**src/rtl/universal_shift_register.sv**
```systemverilog
// Parametrised universal shift register: single-step shift/rotate/load/clear
// operations plus a counted burst engine with a busy/done handshake.
module universal_shift_register #(
  parameter  int unsigned WIDTH = 6,
  localparam int unsigned CNT_W = $clog2(WIDTH) + 1
) (
  input  logic             clk,
  input  logic             reset,
  input  logic [2:0]       mode,
  input  logic             serial_in,
  input  logic [WIDTH-1:0] par_in,
  input  logic             start,
  input  logic [CNT_W-1:0] count,
  output logic [WIDTH-1:0] q,
  output logic             so_right,
  output logic             so_left,
  output logic             busy,
  output logic             done
);

  typedef enum logic [2:0] {
    OP_HOLD = 3'b000,
    OP_SHR  = 3'b001,
    OP_SHL  = 3'b010,
    OP_ROR  = 3'b011,
    OP_ROL  = 3'b100,
    OP_LOAD = 3'b101,
    OP_ASR  = 3'b110,
    OP_CLR  = 3'b111
  } op_t;

  typedef enum logic {
    IDLE = 1'b0,
    BUSY = 1'b1
  } state_t;

  state_t           r_state, w_state_nxt;
  op_t              r_op, w_op_nxt;
  logic [CNT_W-1:0] r_rem, w_rem_nxt;
  logic [WIDTH-1:0] r_q, w_q_nxt;
  logic             r_done, w_done_nxt;
  op_t              w_mode;

  assign w_mode = op_t'(mode);

  function automatic logic [WIDTH-1:0] apply_op(
    input op_t              op,
    input logic [WIDTH-1:0] cur,
    input logic             sin,
    input logic [WIDTH-1:0] par
  );
    logic [WIDTH-1:0] res;
    res = cur;
    case (op)
      OP_SHR:  res = {sin, cur[WIDTH-1:1]};
      OP_SHL:  res = {cur[WIDTH-2:0], sin};
      OP_ROR:  res = {cur[0], cur[WIDTH-1:1]};
      OP_ROL:  res = {cur[WIDTH-2:0], cur[WIDTH-1]};
      OP_LOAD: res = par;
      OP_ASR:  res = {cur[WIDTH-1], cur[WIDTH-1:1]};
      OP_CLR:  res = '0;
      default: res = cur;
    endcase
    return res;
  endfunction

  function automatic logic is_burst_op(input op_t op);
    return (op == OP_SHR) || (op == OP_SHL) || (op == OP_ROR) ||
           (op == OP_ROL) || (op == OP_ASR);
  endfunction

  always_comb begin
    w_state_nxt = r_state;
    w_op_nxt    = r_op;
    w_rem_nxt   = r_rem;
    w_q_nxt     = r_q;
    w_done_nxt  = 1'b0;
    case (r_state)
      IDLE: begin
        // A burst request consumes the edge: q holds while op/count are latched.
        if (start && is_burst_op(w_mode)) begin
          if (count != '0) begin
            w_state_nxt = BUSY;
            w_op_nxt    = w_mode;
            w_rem_nxt   = count;
          end else begin
            w_done_nxt  = 1'b1;
          end
        end else begin
          w_q_nxt = apply_op(w_mode, r_q, serial_in, par_in);
        end
      end
      BUSY: begin
        w_q_nxt   = apply_op(r_op, r_q, serial_in, par_in);
        w_rem_nxt = r_rem - CNT_W'(1);
        if (r_rem == CNT_W'(1)) begin
          w_state_nxt = IDLE;
          w_done_nxt  = 1'b1;
        end
      end
      default: w_state_nxt = IDLE;
    endcase
  end

  always_ff @(posedge clk or negedge reset) begin
    if (!reset) begin
      r_state <= IDLE;
      r_op    <= OP_HOLD;
      r_rem   <= '0;
      r_q     <= '0;
      r_done  <= 1'b0;
    end else begin
      r_state <= w_state_nxt;
      r_op    <= w_op_nxt;
      r_rem   <= w_rem_nxt;
      r_q     <= w_q_nxt;
      r_done  <= w_done_nxt;
    end
  end

  assign q        = r_q;
  assign so_right = r_q[0];
  assign so_left  = r_q[WIDTH-1];
  assign busy     = (r_state == BUSY);
  assign done     = r_done;

endmodule

```
**config.mk**
```make
export PLATFORM = sky130hd
export DESIGN_NAME = universal_shift_register
export DESIGN_NICKNAME = d
export VERILOG_FILES = /design/src/rtl/universal_shift_register.sv
export SDC_FILE = /design/constraint.sdc
export NUM_CORES = 1
export LEC_CHECK = 0
export ABC_AREA = 1
export ABC_CLOCK_PERIOD_IN_PS = 2009
export BUFFER_PORTS_ARGS = -buffer_cell sky130_fd_sc_hd__clkbuf_2
export CAP_MARGIN = 20
export CORE_MARGIN = 2
export CORE_UTILIZATION = 54
export DETAILED_ROUTE_END_ITERATION = 10
export PLACE_DENSITY = 0.9
export SETUP_SLACK_MARGIN = 0.2
export SYNTH_ARGS = -nofsm -noshare
export SYNTH_HDL_FRONTEND = slang
export SYNTH_SLANG_ARGS = --single-unit
export TNS_END_PERCENT = 50
```
**constraint.sdc**
```tcl
create_clock -name clk -period 2.01 [get_ports clk]
set_clock_uncertainty 0.2 [all_clocks]
set_input_delay 0.201 -clock clk [delete_from_list [all_inputs] [get_ports clk]]
set_output_delay 0.201 -clock clk [all_outputs]
set_load 0.02 [all_outputs]
```
==> flow_summary.yaml <==
run_status:
  status: "finished, violations left"
  violations: "negative hold slack"
placed_design:
  dp_hpwl_mm: 2.205
  portBuffers: 26
  gp_congestion: 0.9120
critical_path:
  worstSetupPathType: "in2reg"
  start_kind: "input port"
  r2r_start: "r_op[2]"
  crit_start: "mode[1]"
  crit_top_cell: "nor2_1"
  crit_arrival_ns: 1.68
  crit_path_end: "r_rem[0]"
  crit_chain: "dlygate4sd3_1 > clkbuf_2 > nor2_1 > nand2_1 > nand3_2 > nor2_4 > inv_2 > nor2_1 > nor2_1"
  path_max_fanout: 8
  slowest_delay_ns: 0.52
  r2r_setup_slack_ns: 0.43
  rr_worst_depth: 7
  r2r-end: "q[0]"
  crit_slowest_cell: "dlygate4sd3_1"
  crit_required_ns: 2.01
  end_kind: "flop"
timing:
  slew_violations: 0
  hold_viol: 1
  rsz0062_at_grt: "false"
  min_period_ns: 1.680
  clock.fmax_mhz: 595.4
  tns_ns: 0
  worst_hold_slack_ns: -0.001927
  finalCritPeriodShare_pct: 83.56
  worst_pin_slew_ns: 0.3866
  maxSlewHeadroom_pct: 74.22
  setup_viol: 0
power_and_ir_drop:
  p_leak_nw: 0.7919
  ir_drop_mv: 0.7934
  total_power_mw: 2.156
  power_density_mw_per_mm2: 1476
synth:
  yosys.area.top_type: "dfrtp_1"
  ys_seq_area_share_pct: 30.18
  yosysUniqueCellTypes: 24
  synthArstFlopShare_pct: 100.0
  synth_area_per_cell_um2: 6.250
  syn_inst: 199
  synth.top_cell.area_share_pct: 30.18
  synthTopCellsByArea: "dfrtp_1 (30%), nand2_1 (21%), nand3_1 (12%), inv_1 (6.3%), nor2_1 (3.9%)"
  synth_seq_cells: 15
  netlist_area_mm2: 0.001244
  synth-edff-count: 0
  yosys_warnings: 0
  synth_ff_type: "dfrtp_1"
  syn_nets: 218
  synth_most_common_cell: "nand2_1"
  synth_common_cells: "nand2_1 (69), nand3_1 (30), inv_1 (21)"
routing:
  vias: 1382
  vias_per_cell: 5.357
  wl_mm: 3.069
  drcViolationCount: 0
  firstDrtPassIters: 4
  wl_per_cell_um: 11.90
  first_iter_violations: 52
  ant_nets: 0
global_route:
  antenna_found_initial: 0
  grt_util_met2_pct: 38.40
  grt_use_met1_pct: 37.57
  grt_overflow: 0
  grt_pass1_vias: 1161
  grt_max_degree: 16
  track_usage_pct: 25.68
  top_usage_layer: "met2"
  grt_first_pass_wirelength_mm: 5.161
  grt.met3_usage_pct: 3.448
cts:
  cts_tree: "yes"
  postCtsHoldBufs: 5
  cts_setup_buffers: 0
  cts_resized: 0
  clk_pin_slew_worst_paths_ns: 0.10
  cts_root_buf: "clkbuf_4"
  numCtsBuffers: 3
  cts_sinks: 15
  clk_latency_ns: 0.29
  cts_max_level: 1
  ctsLongestPathBuffers: 2
layout:
  area_delta_synth_final_pct: 17.40
  finalNetCount: 250
  regArea_um2: 375.4
  diodes: 0
  drive_gt1_share_pct: 20.00
  multi_input_area_um2: 726.9
  fillCellCount: 197
die:
  die-width_um: 51.99
  fp.coreArea_mm2: 0.002191
  start_util_pct: 56.77
  top_level_ports: 27
  rows: 17
  die_h_um: 51.99
  fp.dieArea_mm2: 0.002703
run:
  drv_cap: 0
worst_hold_path:
  hold_class: "in2reg"
  min_delay_path_depth: 3
-- logic make-up (layout without fill, tap and decap cells) --
family / count (synthesis) / in the layout / share of synthesized area, %
compound gates: 24 / 24 / 11.77
xor+xnor: 1 / 1 / 0.7044
fa+ha+maj: 2 / 2 / 2.012
buf+inv: 33 / 64 / 11.37
flops: 15 / 15 / 30.18
simple gates: 124 / 124 / 43.96
-- per-stage QoR --
step | util (%) | cell area (µm²) | worst slack [ns] | hold WS (ns) | instances
2_1_floorplan | - | 1244 | 0.4071 | -0.2946 | 199
3_3_place_gp | 63.16 | 1384 | 0.4846 | -0.06272 | 249
3_5_place_dp | 63.16 | 1384 | 0.4787 | -0.06259 | 249
4_1_cts | 66.65 | 1460 | 0.3541 | 0.001844 | 258
5_1_grt | 66.65 | 1460 | 0.2064 | 0.02405 | 258
6_report | 66.65 | 1460 | 0.3304 | -0.001927 | 258
-- state kept, by name (all words and copies together) (netlist names) --
register / count
q: 6
r_op: 3
r_rem: 4
busy: 1
done: 1
-- final cells by class --
type                    count  share of cell area, %
repair buffers             33                  13.37
inverters                  27                  6.941
well taps                  28                  2.399
flip-flops and latches     15                  25.71
multi-input cells         151                  49.79
clock buffers               4                  1.799
-- worst max-delay path: cells and delay by family --
family	cells	cell delay, ns
buffers and inverters	3	0.76
and+or+nand+nor	6	0.71
-- per-layer routing --
metal	wire [µm]	part of all wire, %	up-vias
li1	-	-	696
met1	1406	46	626
met2	1394	45	54
met3	212	6.9	6
met4	55	1.8	0
met5	0	0	-
-- placed cells by master (no fill, tap or decap), drive strengths merged --
master and instances:
nand4 3, nand2 69, nor3 4, buf 2, nor2 17, o21ai 10, a21oi 11, a21boi 2
clkbuf 30, inv 27, nand3 31, dlygate4sd3 5, dfrtp 15, o211ai 1, xor2 1, ha 2
-- worst min path at each step --
stage / to / start
floorplan: busy / reset
global placement: r_rem[0] / reset
detailed placement: r_rem[0] / reset
CTS: r_op[0] / mode[0]
global route: r_op[0] / mode[0]
finish: r_op[0] / mode[0]
-- report_power, final --
group          internal, mW  total [mW]  switching (mW)  leakage (nW)
Combinational         0.479        1.32           0.839         0.595
Sequential            0.457       0.655           0.199         0.182
Clock                0.0772       0.183           0.106        0.0150
Total                  1.01        2.16            1.14         0.792
Power figures use the tool's default switching activity.
